==> config.mk <==
export PLATFORM = sky130hd
export DESIGN_NAME = ghost_scheduler
export DESIGN_NICKNAME = d
export VERILOG_FILES = /design/src/rtl/ghost_scheduler.sv
export SDC_FILE = /design/constraint.sdc
export NUM_CORES = 1
export LEC_CHECK = 0
export CORE_UTILIZATION = 48
export DETAILED_ROUTE_END_ITERATION = 10
export MAX_ROUTING_LAYER = met4
export PLACE_DENSITY = 0.7
export SETUP_SLACK_MARGIN = 0.2
export SYNTH_ARGS = -nofsm -noshare
export SYNTH_HDL_FRONTEND = slang
export SYNTH_SLANG_ARGS = --single-unit
==> constraint.sdc <==
create_clock -name frame_clk -period 2.25 [get_ports frame_clk]
set_clock_uncertainty 0.15 [all_clocks]
set_input_delay 0.45 -clock frame_clk [delete_from_list [all_inputs] [get_ports frame_clk]]
set_output_delay 0.45 -clock frame_clk [all_outputs]
set_load 0.05 [all_outputs]
==> src/rtl/ghost_scheduler.sv <==
// Ghost scheduler: global sequencer for the ghost movers.
// Handles staggered pen release, the scatter/chase phase timer,
// the frightened period and eaten-ghost bookkeeping.
//
// state  | meaning
// S_IDLE | waiting for start_game, nothing counts
// S_RUN  | game in progress; start_game=0 pauses everything
// S_OVER | game over, outputs frozen until Reset
module ghost_scheduler #(
    parameter int NUM_GHOSTS     = 4,
    parameter int CNT_W          = 11,
    parameter int RELEASE_GAP    = 120,
    parameter int SCATTER_FRAMES = 420,
    parameter int CHASE_FRAMES   = 1200,
    parameter int NUM_SCATTER    = 4,
    parameter int FRIGHT_FRAMES  = 360,
    parameter int FLASH_FRAMES   = 120
) (
    input  logic                    frame_clk,
    input  logic                    Reset,
    input  logic                    start_game,
    input  logic                    game_over,
    input  logic                    power_pellet,
    input  logic [NUM_GHOSTS-1:0]   ghost_eaten,
    input  logic [NUM_GHOSTS-1:0]   ghost_home,
    output logic [2*NUM_GHOSTS-1:0] ghost_state,
    output logic                    global_chase,
    output logic                    fright_flash,
    output logic                    eat_valid,
    output logic [1:0]              eat_combo
);

    localparam int PI_W = $clog2(2*NUM_SCATTER) + 1;
    localparam logic [PI_W-1:0]  PHASE_LAST   = PI_W'(2*NUM_SCATTER - 1);
    localparam logic [CNT_W-1:0] REL_MAX      = CNT_W'((NUM_GHOSTS-1)*RELEASE_GAP);
    localparam logic [CNT_W-1:0] SCATTER_LAST = CNT_W'(SCATTER_FRAMES - 1);
    localparam logic [CNT_W-1:0] CHASE_LAST   = CNT_W'(CHASE_FRAMES - 1);
    localparam logic [CNT_W-1:0] FRIGHT_LOAD  = CNT_W'(FRIGHT_FRAMES);
    localparam logic [CNT_W-1:0] FLASH_LIM    = CNT_W'(FLASH_FRAMES);

    localparam logic [1:0] G_PEN    = 2'b00;
    localparam logic [1:0] G_ACTIVE = 2'b01;
    localparam logic [1:0] G_FRIGHT = 2'b10;
    localparam logic [1:0] G_EATEN  = 2'b11;

    typedef enum logic [1:0] {S_IDLE, S_RUN, S_OVER} top_t;

    top_t state, state_nxt;
    logic run_frame;

    logic [CNT_W-1:0] release_cnt, phase_cnt, fright_cnt;
    logic [CNT_W-1:0] release_nxt, phase_cnt_nxt, fright_nxt, phase_lim;
    logic [PI_W-1:0]  phase_idx, phase_idx_nxt;
    logic [1:0]       combo, combo_nxt;

    logic [NUM_GHOSTS-1:0]   fright_eat, eat_sel;
    logic                    eat_hit, fright_expire;
    logic [2*NUM_GHOSTS-1:0] ghost_nxt;

    // Top FSM state register
    always_ff @(posedge frame_clk or posedge Reset) begin
        if (Reset) state <= S_IDLE;
        else       state <= state_nxt;
    end

    // Top FSM next-state: game_over wins from anywhere, OVER is sticky
    always_comb begin
        state_nxt = state;
        case (state)
            S_IDLE:  if (game_over) state_nxt = S_OVER;
                     else if (start_game) state_nxt = S_RUN;
            S_RUN:   if (game_over) state_nxt = S_OVER;
            default: state_nxt = S_OVER;
        endcase
    end

    // Top FSM output: the IDLE->RUN edge already counts as the first running frame
    always_comb begin
        run_frame = start_game && !game_over && (state != S_OVER);
    end

    // Eat arbitration: lowest-index frightened ghost wins; a pellet cancels the eat
    always_comb begin
        fright_eat = '0;
        for (int i = 0; i < NUM_GHOSTS; i++)
            fright_eat[i] = ghost_eaten[i] && (ghost_state[2*i +: 2] == G_FRIGHT);
        if (power_pellet) fright_eat = '0;
        eat_sel       = fright_eat & (~fright_eat + NUM_GHOSTS'(1));
        eat_hit       = |fright_eat;
        fright_expire = (fright_cnt == CNT_W'(1)) && !power_pellet;
    end

    // Per-ghost next state
    always_comb begin
        ghost_nxt = ghost_state;
        for (int i = 0; i < NUM_GHOSTS; i++) begin
            case (ghost_state[2*i +: 2])
                G_PEN:    if (release_cnt == CNT_W'(i*RELEASE_GAP)) ghost_nxt[2*i +: 2] = G_ACTIVE;
                G_ACTIVE: if (power_pellet) ghost_nxt[2*i +: 2] = G_FRIGHT;
                G_FRIGHT: if (power_pellet)      ghost_nxt[2*i +: 2] = G_FRIGHT;
                          else if (eat_sel[i])   ghost_nxt[2*i +: 2] = G_EATEN;
                          else if (fright_expire) ghost_nxt[2*i +: 2] = G_ACTIVE;
                default:  if (ghost_home[i]) ghost_nxt[2*i +: 2] = G_ACTIVE;
            endcase
        end
    end

    // Timer and combo next values; phase timer stalls during fright and after the last scatter
    always_comb begin
        release_nxt   = (release_cnt < REL_MAX) ? release_cnt + CNT_W'(1) : release_cnt;
        phase_lim     = phase_idx[0] ? CHASE_LAST : SCATTER_LAST;
        phase_cnt_nxt = phase_cnt;
        phase_idx_nxt = phase_idx;
        if (fright_cnt == '0 && phase_idx != PHASE_LAST) begin
            if (phase_cnt == phase_lim) begin
                phase_cnt_nxt = '0;
                phase_idx_nxt = phase_idx + PI_W'(1);
            end else begin
                phase_cnt_nxt = phase_cnt + CNT_W'(1);
            end
        end
        fright_nxt = fright_cnt;
        combo_nxt  = combo;
        if (power_pellet) begin
            fright_nxt = FRIGHT_LOAD;
            combo_nxt  = 2'd0;
        end else begin
            if (fright_cnt != '0) fright_nxt = fright_cnt - CNT_W'(1);
            if (eat_hit && combo != 2'd3) combo_nxt = combo + 2'd1;
        end
    end

    // Registered state and outputs; only running frames advance anything
    always_ff @(posedge frame_clk or posedge Reset) begin
        if (Reset) begin
            ghost_state  <= '0;
            release_cnt  <= '0;
            phase_cnt    <= '0;
            phase_idx    <= '0;
            fright_cnt   <= '0;
            combo        <= 2'd0;
            fright_flash <= 1'b0;
            eat_valid    <= 1'b0;
            eat_combo    <= 2'd0;
        end else begin
            eat_valid <= 1'b0;
            if (run_frame) begin
                ghost_state  <= ghost_nxt;
                release_cnt  <= release_nxt;
                phase_cnt    <= phase_cnt_nxt;
                phase_idx    <= phase_idx_nxt;
                fright_cnt   <= fright_nxt;
                combo        <= combo_nxt;
                fright_flash <= (fright_nxt != '0) && (fright_nxt <= FLASH_LIM);
                eat_valid    <= eat_hit;
                if (eat_hit) eat_combo <= combo;
            end
        end
    end

    assign global_chase = phase_idx[0];

endmodule

Word level (Yosys, flattened, before mapping)
Index checks and enable logic that the tools add are counted. Widths: inputs -> output; s select.

Register bits after elaboration: 53. Input bits: 13. Output and inout bits: 13. Word-level logic and storage cells: 125.

Add/subtract/negate cells: 6. $lt $le $gt $ge: 2. Equal/unequal tests: 31. Muxes and demuxes: 34. Bitwise operators: 2. Reductions and logical operators: 37.

Operator list (number): $mux 2 (23); $mux 11 (4); $pmux 2 s3 (4); $add 11x1->11 const B (2); $logic_not 11->1 (2); $ne 2x2->1 const B (11); $reduce_bool 11->1 (2); $reduce_and 5->1 (4); $ne 4x4->1 const B (4); $reduce_bool 4->1 (4); $eq 11x1->1 const B (1); $eq 11x11->1 (1); $eq 11x7->1 const B (1); $eq 11x8->1 const B (1); $eq 11x9->1 const B (1); $le 11x7->1 const B (1); $lt 11x9->1 const B (1); $sub 11x1->11 const B (1); $eq 2x1->1 const B (5); $logic_and 1x1->1 (10); $logic_not 2->1 (5); $reduce_and 2->1 (5); $add 4x1->4 const B (2); $eq 2x2->1 const B (4); 12 further kinds (13).

Longest topological paths before layout
Gate-level depths: netlist of run 1.

Depth in word-level cells: 9. Gate-level depth with buffers: 9. Gate-level depth less buffers: 8.

Worst setup path before layout of run 1
No wires, ideal clock.

Kind: reg2reg. Start point: register fright_cnt[0]. End point: register fright_flash. Setup time: 104 ps. Data arrival time: 2162 ps. Required time: 1996 ps. Setup slack: -165 ps. Stages on the path, launching flop included: 9. Path buffers: 1. Clock period less this slack: 2415 ps. Path through: dfrtp_1 > inv_1 > ha_1 > or3b_2 > clkbuf_1 > nor4_1 > nor3_1 > and4b_1 > a221oi_1.

Word-level cells in the longest chain between the ends: 5. Elaborated cells between the ends (all ways): 7. Classes of those cells: 1 x add/sub; 1 x order compare; 2 x mux; 3 x reduce/logical.

RTL lines: start: declaration (line 51) `logic [CNT_W-1:0] release_cnt, phase_cnt, fright_cnt;`; start signal: assignment (line 152) `fright_cnt <= fright_nxt;`; $sub 11x1->11 or $reduce_bool 11->1 (tied branches) (line 128) `if (fright_cnt != '0) fright_nxt = fright_cnt - CNT_W'(1);`; $mux 11 (*) (line 128); $mux 11 (*) (line 124) `if (power_pellet) begin`; $le 11x7->1 or $reduce_bool 11->1 (tied branches) (line 154) `fright_flash <= (fright_nxt != '0) && (fright_nxt <= FLASH_LIM);`; $logic_and 1x1->1 (*) (line 154); end signal: assignment (line 154); end: declaration (line 28) `output logic fright_flash,`.

Mark *: on every way between the ends. The rest lies on a longest branch, timed or not. A chain may end at the register's enable or synchronous reset.

Worst setup path after layout of run 1
Start point: register fright_cnt[5]. End point: register fright_cnt[10].

Word-level cells in the longest chain between the ends: 3. Elaborated cells between the ends (all ways): 4. Classes of those cells: 1 x add/sub; 2 x mux; 1 x reduce/logical.

RTL lines (line): $sub 11x1->11 or $reduce_bool 11->1 (tied branches) (128); $mux 11 (*) (128); $mux 11 (*) (124).

Marks and branches as above.

==> Implementation_results.wiki, run 1 <==
{| class="wikitable"
! Metric !! Value
|-
| Total vias in the final route || 2966
|-
| Static leakage || 0.00209 µW
|-
| Count of max-cap constraint violations || 0
|-
| Synth unique cells || 52
|-
| Final wirelength || 8490 µm
|-
| Number of antenna-violating nets in the routed design || 0
|-
| Final hold viol count || 0
|-
| Critical path buffer and inverter count || 3
|-
| Number of setup violations in the final report || 2
|-
| Drt drc || 4
|-
| Final Util || 0.713
|-
| Startpoint-to-endpoint class of the critical path || reg -> reg
|-
| Class of the tightest hold or removal check || in -> async
|-
| Detailed-route wire length per cell || 16.3 µm
|-
| Avg Cell Area, Syn || 9.09 µm²
|-
| Share of the yosys chip area belonging to registers || 0.408
|-
| Chip height || 84.2 µm
|-
| Worst Max-Slew Pin Slew || 0.481 ns
|-
| Failing checks || design-rule violations, negative setup slack
|-
| IR Drop Worst-Case VDD || 0.315 mV
|-
| Global-route met2 utilization || 0.423
|-
| Top cell family by delay on the critical path || simple AND/OR/NAND/NOR gates
|-
| Endpoint class of the critical path || flip-flop
|-
| I/O Pins || 26
|-
| Worst-path cell chain || or4_4 -> nor3_4 -> buf_4 -> buf_4 -> buf_4 -> a21oi_1 -> o21ai_1 -> o41ai_1
|-
| Setup repair after global routing missed its margin || true
|-
| Most used standard cell by instance count after synthesis || dfrtp_1
|-
| Cells after Synth || 357
|-
| Number of global-route vias before repair || 2954
|-
| Clock input transition at the sequential cells of the worst setup and hold paths || 0.10 ns
|-
| Yosys top cell by area || dfrtp_1
|-
| Largest stage delay, worst path || 0.59 ns
|-
| Worst slew margin || 0.671
|-
| GR met1 Demand/Resource || 0.308
|-
| Final-layout setup total negative slack || -0.108 ns
|-
| Core box area || 6420 µm²
|-
| Final worst path period need || 2.32 ns
|-
| Synth-to-layout area growth || 41.0%
|-
| Clock sink count || 53
|-
| Post-Synthesis Net Count || 390
|-
| Startpoint types || flip-flop
|-
| X dimension of the die || 84.2 µm
|-
| EDFF count, synth || 0
|-
| Antenna diodes || 0
|-
| Initial drt markers || 126
|-
| Fill cells || 454
|-
| Cell depth of the worst flop-to-flop path || 8
|-
| Largest net degree at the start of global routing || 32
|-
| Hpwl dp || 5700 µm
|-
| Most heavily used metal layer in global routing || met2
|-
| Synthesis-stage register bit count || 53
|-
| Register area || 1340 µm²
|-
| Worst setup margin || -0.0653 ns
|-
| Number of nets in the final layout || 475
|-
| CTS tree || yes
|-
| Post-synth top area share || 0.408
|-
| Detail-routed via count per cell || 5.70
|-
| Starting utilization of the core area || 0.506
|-
| Final count of pins violating max slew || 0
|-
| Antenna violations before repair || 0
|-
| Top post-synthesis cells by area || dfrtp_1 (41%), ha_1 (7.7%), o21ai_0 (4.5%), a21oi_1 (3.9%), nand2_1 (3.1%)
|-
| Startpoint of the worst register-to-register path || fright_cnt[5]$_DFFE_PP0P_
|-
| Total power density per cell area || 471 nW/µm²
|-
| GRT Util Overall || 0.250
|-
| Arrival time of the worst setup path || 2.36 ns
|-
| Outcome || finished with violations
|-
| Met3 usage || 0.0472
|-
| Total clock buffers created by CTS || 5
|-
| Final weighted congestion in routability-driven placement || 0.854
|-
| Multi-input gate area in the final layout || 2150 µm²
|-
| Fin Hold WS || 0.252 ns
|-
| Die Outline Area || 7100 µm²
|-
| First-pass GRT wire length || 13700 µm
|-
| Clk buf depth || 2
|-
| Syn. warnings || 0
|-
| Master cell of the clock root buffer || clkbuf_8
|-
| Synth cell count leaders || dfrtp_1 (53), o21ai_0 (29), nand2_1 (27)
|-
| Share of post-route cells with drive strength above 1 || 0.359
|-
| Worst R2R End || fright_cnt[10]$_DFFE_PP0P_
|-
| Max stage delay cell, worst path || or4_4
|-
| Clock Latency Late Sink || 0.31 ns
|-
| Maximum clock rate || 432 MHz
|-
| Synthesized cell area || 3250 µm²
|-
| Cell seen most often among critical-path stages || buf_4
|-
| Detailed-routing iteration count for the pre-antenna-repair pass || 8
|-
| Critical path peak fanout || 3
|-
| Final period util || 1.03
|-
| Placed Cells incl. Taps || 492
|-
| Register-to-register setup slack || -0.07 ns
|-
| Leftover overflow at the end of global routing || 0
|-
| Count of input and output buffers || 25
|-
| Dominant register cell in the synthesized netlist || dfrtp_1
|-
| Critical Path RT || 2.29 ns
|-
| H-tree depth || 2
|-
| Fraction of synthesis flops using an asynchronous set or reset pin || 1.00
|-
| Post-Layout Cell Count || 520
|-
| Cell Rows || 29
|}
==> area by class of cell <==
cell class	count	share of cell area
clock buffers	8	0.0197
repair buffers	95	0.180
flip-flops and latches	53	0.293
well taps	77	0.0210
inverters	22	0.0180
multi-input cells	265	0.469
==> layout by cell type, fill, tap and decap left out, types with 3 or more instances in the layout <==
cell / netlist / routed
inv_1: 22 / 19
mux2i_1: 9 / 9
dfrtp_2: 0 / 11
nand3_4: 0 / 3
inv_2: 0 / 3
xnor2_1: 11 / 10
buf_6: 0 / 12
nor3_2: 0 / 4
a31oi_1: 7 / 3
nor4_4: 1 / 3
o21ai_1: 0 / 9
clkbuf_8: 0 / 6
or2_4: 0 / 4
o21ai_0: 29 / 20
xor2_1: 5 / 5
a21oi_2: 0 / 9
dfrtp_1: 53 / 42
or3_4: 0 / 6
nand2_1: 27 / 24
nor4_1: 9 / 5
nor3_4: 0 / 3
o21a_1: 4 / 4
or3_1: 12 / 6
nand3_1: 6 / 3
nor4_2: 1 / 3
nand4_1: 5 / 5
clkdlybuf4s50_1: 0 / 10
buf_4: 0 / 56
dlymetal6s2s_1: 0 / 3
nand4b_1: 3 / 3
a31oi_4: 0 / 3
a21oi_1: 25 / 16
mux2_2: 4 / 3
nor2_1: 24 / 20
nor3_1: 14 / 7
dlygate4sd2_1: 0 / 12
nor2b_1: 5 / 3
ha_2: 0 / 3
ha_1: 20 / 16
==> per-layer routing <==
layer  share of wire  up-vias
met4           0.021        0
met2            0.50       43
li1                -     1443
met3           0.032       16
met1            0.45     1464
met5               0        -
==> metrics by stage <==
step	setup WS, ns	cell area [µm²]	power [µW]
after CTS	0.0267	4380	2130
after global routing	-0.142	4580	2260
after detailed placement	-0.240	4020	1520
after global placement	-0.202	4020	1510
after floorplan	0.0150	3410	1330
final	-0.0653	4580	2160
==> cells by family (layout without fill, tap and decap cells) <==
kind of cell	Yosys count	after routing	share of synthesized area
flops	53	53	0.408
compound gates	84	84	0.160
mux	13	13	0.0416
xor+xnor	16	16	0.0432
buf+inv	39	125	0.0462
fa+ha+maj	20	20	0.0771
simple gates	132	132	0.224
==> worst reg2reg max path: cells and delay by family (launching register included) <==
| family | cells | cell delay [ns] |
|---|---|---|
| simple gates | 2 | 0.90 |
| buf+inv | 3 | 0.36 |
| flops | 1 | 0.39 |
| compound gates | 3 | 0.39 |
==> state kept, by name, indices dropped and copies added (netlist names) <==
name and flops:
eat_combo 2, fright_flash 1, phase_cnt 11, combo 2, release_cnt 11, eat_valid 1, ghost_state 8, state 2
phase_idx 4, fright_cnt 11
==> worst max path at each step <==
stage          cells after the start                         end  slack (ns)                      start
2_1_floorplan                      7    fright_flash$_DFFE_PP0P_        0.01  fright_cnt[5]$_DFFE_PP0P_
3_3_place_gp                       7        combo[1]$_DFFE_PP0P_       -0.20                 start_game
3_5_place_dp                       8    phase_cnt[5]$_DFFE_PP0P_       -0.24                 start_game
4_1_cts                            8    phase_cnt[7]$_DFFE_PP0P_        0.03  fright_cnt[6]$_DFFE_PP0P_
5_1_grt                            8  fright_cnt[10]$_DFFE_PP0P_       -0.14  fright_cnt[5]$_DFFE_PP0P_
6_report                           8  fright_cnt[10]$_DFFE_PP0P_       -0.07  fright_cnt[5]$_DFFE_PP0P_
==> power breakdown <==
part	internal [µW]	leakage (µW)	switching [µW]
logic	246	0.00140	308
clock network	252	0.0000455	313
registers	998	0.000649	39.5
total	1500	0.00209	661
==> what timing repair did <==
action / 4_1_cts / 5_1_grt
setup endpoints to repair: 50 / 41
buffers inserted: 14 / 6
endpoints found under the hold margin: 0 / 0
cloned: 0 / 0
hold buffers: 0 / 0
gates resized for setup: 59 / 39
pin swaps: 31 / 15
No activity file was read; power rests on OpenSTA's default activity.
==> run 2, diff against run 1 <==
Settings changed: CTS_CLUSTER_DIAMETER set to 150.
==> results of run 2 <==
Same layout as run 1: the final DEF is identical, and so are final timing and power.
